`config.mk`:
```
export PLATFORM = sky130hd
export DESIGN_NAME = mu0_boot_controller
export DESIGN_NICKNAME = d
export VERILOG_FILES = /design/src/rtl/mu0_pkg.sv /design/src/rtl/mu0_bus_mux.sv /design/src/rtl/mu0_boot_controller.sv
export SDC_FILE = /design/constraint.sdc
export NUM_CORES = 1
export LEC_CHECK = 0
export CAP_MARGIN = 15
export CORE_AREA = 2 2 106 108
export DETAILED_ROUTE_END_ITERATION = 6
export DIE_AREA = 0 0 108 110
export GPL_ROUTABILITY_DRIVEN = 0
export PLACE_DENSITY = 0.69
export SKIP_CTS_REPAIR_TIMING = 1
export SLEW_MARGIN = 10
export SYNTH_ARGS = -nofsm -noshare
export SYNTH_HDL_FRONTEND = slang
export SYNTH_SLANG_ARGS = --single-unit
```
`constraint.sdc`:
```
create_clock -name clk -period 5.65 [get_ports clk]
set_input_delay 1.13 -clock clk [delete_from_list [all_inputs] [get_ports clk]]
set_output_delay 1.13 -clock clk [all_outputs]
set_load 0.05 [all_outputs]
```
`src/rtl/mu0_pkg.sv`:
```
// mu0_pkg
// Shared types for the MU0 boot controller slice.
//   opcode_t      - MU0 instruction opcodes (top nibble of an instruction word)
//   boot_state_t  - boot controller sequencer states
//   bus_owner_t   - which source currently drives the RAM port
package mu0_pkg;

    typedef enum logic [3:0] {
        OP_LDA = 4'd0,
        OP_STO = 4'd1,
        OP_ADD = 4'd2,
        OP_SUB = 4'd3,
        OP_JMP = 4'd4,
        OP_JGE = 4'd5,
        OP_JNE = 4'd6,
        OP_STP = 4'd7
    } opcode_t;

    typedef enum logic [1:0] {
        LOAD    = 2'd0,
        RUN     = 2'd1,
        DONE    = 2'd2,
        TIMEOUT = 2'd3
    } boot_state_t;

    typedef enum logic [1:0] {
        OWN_NONE   = 2'd0,
        OWN_LOADER = 2'd1,
        OWN_CPU    = 2'd2
    } bus_owner_t;

endpackage

```
`src/rtl/mu0_bus_mux.sv`:
```
// mu0_bus_mux
// Combinational two-source RAM port mux. The owner select picks the loader,
// the CPU, or nobody; with no owner the port is idle (no read, no write).
// Ports:
//   owner_i                                     - bus owner select
//   ld_address_i, ld_write_i, ld_writedata_i    - loader write request
//   cpu_address_i, cpu_read_i, cpu_write_i,
//   cpu_writedata_i                             - CPU bus request
//   mem_address_o, mem_read_o, mem_write_o,
//   mem_writedata_o                             - RAM port
module mu0_bus_mux
    import mu0_pkg::*;
#(
    parameter int ADDR_W = 12,
    parameter int DATA_W = 16
) (
    input  bus_owner_t          owner_i,
    input  logic [ADDR_W-1:0]   ld_address_i,
    input  logic                ld_write_i,
    input  logic [DATA_W-1:0]   ld_writedata_i,
    input  logic [ADDR_W-1:0]   cpu_address_i,
    input  logic                cpu_read_i,
    input  logic                cpu_write_i,
    input  logic [DATA_W-1:0]   cpu_writedata_i,
    output logic [ADDR_W-1:0]   mem_address_o,
    output logic                mem_read_o,
    output logic                mem_write_o,
    output logic [DATA_W-1:0]   mem_writedata_o
);

    always_comb begin
        mem_address_o   = '0;
        mem_read_o      = 1'b0;
        mem_write_o     = 1'b0;
        mem_writedata_o = '0;
        case (owner_i)
            OWN_LOADER: begin
                mem_address_o   = ld_address_i;
                mem_write_o     = ld_write_i;
                mem_writedata_o = ld_writedata_i;
            end
            OWN_CPU: begin
                mem_address_o   = cpu_address_i;
                mem_read_o      = cpu_read_i;
                mem_write_o     = cpu_write_i;
                mem_writedata_o = cpu_writedata_i;
            end
            default: ;
        endcase
    end

endmodule

```
`src/rtl/mu0_boot_controller.sv`:
```
// mu0_boot_controller
// Owns the MU0 CPU reset and the single RAM port. After reset it streams a
// program image into RAM with the CPU held in reset, then releases the CPU
// and watches it until it halts (STP) or a cycle timeout fires.
// Ports:
//   clk, rst                         - clock, synchronous active-high reset
//   load_valid/ready/data/last       - program image stream
//   reload                           - from DONE/TIMEOUT, restart loading
//   cpu_rst                          - registered reset to the CPU
//   cpu_running, cpu_address, cpu_read, cpu_write, cpu_writedata
//                                    - CPU status and bus request
//   cpu_readdata                     - read data back to the CPU
//   mem_address/read/write/writedata/readdata - RAM port
//   done, timed_out                  - halt status
//   words_loaded, cycle_count        - image size and RUN cycle count
module mu0_boot_controller
    import mu0_pkg::*;
#(
    parameter int              ADDR_W         = 12,
    parameter int              DATA_W         = 16,
    parameter longint unsigned TIMEOUT_CYCLES = 65536
) (
    input  logic                clk,
    input  logic                rst,
    input  logic                load_valid,
    output logic                load_ready,
    input  logic [DATA_W-1:0]   load_data,
    input  logic                load_last,
    input  logic                reload,
    output logic                cpu_rst,
    input  logic                cpu_running,
    input  logic [ADDR_W-1:0]   cpu_address,
    input  logic                cpu_read,
    input  logic                cpu_write,
    input  logic [DATA_W-1:0]   cpu_writedata,
    output logic [DATA_W-1:0]   cpu_readdata,
    output logic [ADDR_W-1:0]   mem_address,
    output logic                mem_read,
    output logic                mem_write,
    output logic [DATA_W-1:0]   mem_writedata,
    input  logic [DATA_W-1:0]   mem_readdata,
    output logic                done,
    output logic                timed_out,
    output logic [ADDR_W:0]     words_loaded,
    output logic [31:0]         cycle_count
);

    // Value of cycle_count on the edge that must trip the timeout.
    localparam logic [31:0] TIMEOUT_LAST = 32'(TIMEOUT_CYCLES - 1);

    boot_state_t         state_q, state_d;
    logic [ADDR_W-1:0]   load_addr_q, load_addr_d;
    logic [ADDR_W:0]     words_loaded_q, words_loaded_d;
    logic [31:0]         cycle_count_q, cycle_count_d;
    logic                done_q, done_d;
    logic                timed_out_q, timed_out_d;
    logic                cpu_rst_q, cpu_rst_d;

    logic                handshake;
    bus_owner_t          bus_owner;

    assign load_ready = (state_q == LOAD);
    assign handshake  = load_valid && load_ready;

    always_ff @(posedge clk) begin
        if (rst) begin
            state_q        <= LOAD;
            load_addr_q    <= '0;
            words_loaded_q <= '0;
            cycle_count_q  <= '0;
            done_q         <= 1'b0;
            timed_out_q    <= 1'b0;
            cpu_rst_q      <= 1'b1;
        end else begin
            state_q        <= state_d;
            load_addr_q    <= load_addr_d;
            words_loaded_q <= words_loaded_d;
            cycle_count_q  <= cycle_count_d;
            done_q         <= done_d;
            timed_out_q    <= timed_out_d;
            cpu_rst_q      <= cpu_rst_d;
        end
    end

    always_comb begin
        state_d        = state_q;
        load_addr_d    = load_addr_q;
        words_loaded_d = words_loaded_q;
        cycle_count_d  = cycle_count_q;
        done_d         = done_q;
        timed_out_d    = timed_out_q;

        case (state_q)
            LOAD: begin
                if (handshake) begin
                    load_addr_d    = load_addr_q + 1'b1;
                    words_loaded_d = words_loaded_q + 1'b1;
                    // Writing the top address means the RAM is full.
                    if (load_last || (load_addr_q == {ADDR_W{1'b1}})) begin
                        state_d = RUN;
                    end
                end
            end
            RUN: begin
                cycle_count_d = cycle_count_q + 32'd1;
                // A halt seen on the same edge as the timeout wins.
                if (!cpu_running) begin
                    state_d = DONE;
                    done_d  = 1'b1;
                end else if (cycle_count_q == TIMEOUT_LAST) begin
                    state_d     = TIMEOUT;
                    timed_out_d = 1'b1;
                end
            end
            DONE, TIMEOUT: begin
                if (reload) begin
                    state_d        = LOAD;
                    load_addr_d    = '0;
                    words_loaded_d = '0;
                    cycle_count_d  = '0;
                    done_d         = 1'b0;
                    timed_out_d    = 1'b0;
                end
            end
            default: state_d = LOAD;
        endcase

        // Derived from the next state so cpu_rst is already low in the
        // first RUN cycle and already high in the first LOAD/TIMEOUT cycle.
        cpu_rst_d = !((state_d == RUN) || (state_d == DONE));
    end

    // The RAM port is released during the reset cycle itself so a CPU store
    // that coincides with rst never lands in memory.
    always_comb begin
        if (rst) begin
            bus_owner = OWN_NONE;
        end else begin
            case (state_q)
                LOAD:    bus_owner = OWN_LOADER;
                RUN:     bus_owner = OWN_CPU;
                default: bus_owner = OWN_NONE;
            endcase
        end
    end

    mu0_bus_mux #(
        .ADDR_W (ADDR_W),
        .DATA_W (DATA_W)
    ) u_bus_mux (
        .owner_i         (bus_owner),
        .ld_address_i    (load_addr_q),
        .ld_write_i      (load_valid),
        .ld_writedata_i  (load_data),
        .cpu_address_i   (cpu_address),
        .cpu_read_i      (cpu_read),
        .cpu_write_i     (cpu_write),
        .cpu_writedata_i (cpu_writedata),
        .mem_address_o   (mem_address),
        .mem_read_o      (mem_read),
        .mem_write_o     (mem_write),
        .mem_writedata_o (mem_writedata)
    );

    assign cpu_readdata = mem_readdata;
    assign cpu_rst      = cpu_rst_q;
    assign done         = done_q;
    assign timed_out    = timed_out_q;
    assign words_loaded = words_loaded_q;
    assign cycle_count  = cycle_count_q;

endmodule

```
==> run metrics <==
outcome finished, final reports clean; Post-synth top flop dfxtp_1; Avg Inst Size Synth 7.863 um^2; CP max-delay cell ha_1; Post-Route WL 11510 um; max incr delay on CP 0.89 ns; most frequent cells in the layout clkdlybuf4s50_1, nor2_1, dfxtp_1, a22oi_1, buf_12; asr flop ratio synth 0; Cells after Synth 443; clock latency on the worst-skew pair 0.33 ns; Tcrit/Tclk final 0.7743; Final Power 1.023 mW; # setup viols final 0; Setup crit start kind input pin; ANT nets after route 0; fmax 0.2286 GHz; Die Footprint 11880 um^2; WS Path Type in -> out; Max VDD drop 0.0001109 V; synth unique cells 52; CP Data Required Time 4.52 ns; Cell Area, Synth 3483 um^2; Hold Slack 0.4924 ns; slew margin rel. 0.2441; Initial DRC Count 193; worst-path maximum fanout 29; remaining global-route overflow 0; Yosys reg bits 62; crit path time final 4.375 ns; hold depth 2; EDFF count, synth 0; Worst EP arrival 3.24 ns; layout cells sized above 1 0.1077; first-pass GRT wire length 18070 um; DP Worst Slack 1.283 ns; max-slew violation count 0; Port-buffer cells 130; vias in the first global route 3508; WL per Instance 16.72 um; Setup Skew 0.01289 ns; TritonCTS clock tree built; Die Width 108 um; cell count along the critical path 6; root buf cell clkbuf_8; Least-Margin Pin Slew 1.102 ns; sequential area share after synthesis 0.3563; Synth Warn # 0; R2R depth 5; PwrDens 196.2 nW/um^2; Reg clk slew, reported paths 0.06 ns; clk sink count 62; antenna cells 0; vias 3668; I/O pin cnt 163; Die Ht 110 um; WP buf/inv 3; Core Rows 38; leakage 1.801 nW; Area Overhead vs Synth 49.68%; TritonRoute pass-1 iters 4; dpl hpwl 8634 um; Initial Util 0.3256; final setup TNS 0 ns; All-Layer GR Usage 0.1946; crit end category output port; fin nets 620; Core ar. 10700 um^2; final hold viol count 0; syn nets 516; number of CTS-inserted buffers 9; CP top delay family buffers and inverters; CP cell instances clkdlybuf4s50_1, inv_1, nand2_1, ha_1, nor2_1, buf_12; largest net degree at the start of global routing 34; CTS max path bufs 2; Hold WC Path Type reg -> reg; RSZ-0062 raised after global routing false; max_cap viols 0; vias per inst 5.331; initial antenna violation count 0; CTS H-Tree Depth 3; residual DRC count 0; post-route setup slack 1.275 ns; leading cell type in the layout, fill and taps excluded clkdlybuf4s50_1
synth_stat cells, drive strengths merged, types with 3 or more instances:
master	count	share of area
or4	6	0.014
clkbuf	20	0.022
a22oi	30	0.065
o41ai	3	0.0075
nor2	78	0.084
and3	9	0.017
nand2	27	0.030
and2	4	0.0072
xnor2	16	0.040
buf	21	0.044
o211ai	6	0.013
and4	6	0.015
inv	9	0.0097
nand4	19	0.038
ha	5	0.018
dfxtp	62	0.36
nor4	10	0.018
xor2	10	0.025
o21ai	12	0.017
or3	12	0.023
a21oi	26	0.037
nor3	6	0.0086
nand3	19	0.027
where the power goes:
part           switching (mW)  total (mW)  internal, mW  leakage [nW]
Combinational           0.128       0.222        0.0944          1.21
Sequential            0.00804       0.451         0.443         0.500
Clock                   0.158       0.350         0.192        0.0867
Total                   0.294        1.02         0.729          1.80
final timing paths:
check	startpoint	end	slack [ns]
hold reg to reg	words_loaded[12]	words_loaded[12]	0.49
setup reg to reg	cycle_count[2]	cycle_count[29]	3.36
setup / recovery	rst	mem_address[3]	1.28
hold / removal	words_loaded[12]	words_loaded[12]	0.49
per-stage QoR:
stage / util / instances / cell area, um^2
final: 0.4874 / 688 / 5214
after global routing: 0.4874 / 688 / 5214
after CTS: 0.4874 / 688 / 5214
after detailed placement: 0.4720 / 676 / 5050
after global placement: 0.4720 / 676 / 5050
after floorplan: - / 443 / 3483
layer usage:
| layer | global-route usage | vias up | share of wire |
|---|---|---|---|
| li1 | - | 1801 | - |
| met1 | 0.2380 | 1724 | 0.42 |
| met3 | 0.05467 | 18 | 0.082 |
| met4 | 0.07692 | 0 | 0.014 |
| met5 | 0 | - | 0 |
| met2 | 0.3248 | 125 | 0.48 |
worst min-delay path, stage by stage (launching register included):
cell	delay, ns
dfxtp_1	0.32
o21ai_0	0.07
a21oi_1	0.06
sequential cells by signal (all words and copies together) (netlist names):
register,count
load_addr_q,12
words_loaded,13
cycle_count,32
state_q,2
done,1
cpu_rst,1
timed_out,1
area by class of cell:
| cell class | instances | area (um^2) |
|---|---|---|
| Clock inverter | 3 | 40.04 |
| Multi-Input combinational cell | 331 | 1981 |
| Sequential cell | 62 | 1241 |
| Timing Repair Buffer | 134 | 1619 |
| Inverter | 9 | 33.78 |
| Fill cell | 1000 | 5484 |
| Tap cell | 140 | 175.2 |
| Clock buffer | 9 | 123.9 |
logic make-up after synthesis:
family,synth area share
mux,0.009339
compound gates,0.1692
flops,0.3563
simple gates,0.3068
xor+xnor,0.06537
fa+ha+maj,0.01796
buf+inv,0.07507
(Power assumes the default switching activity.)
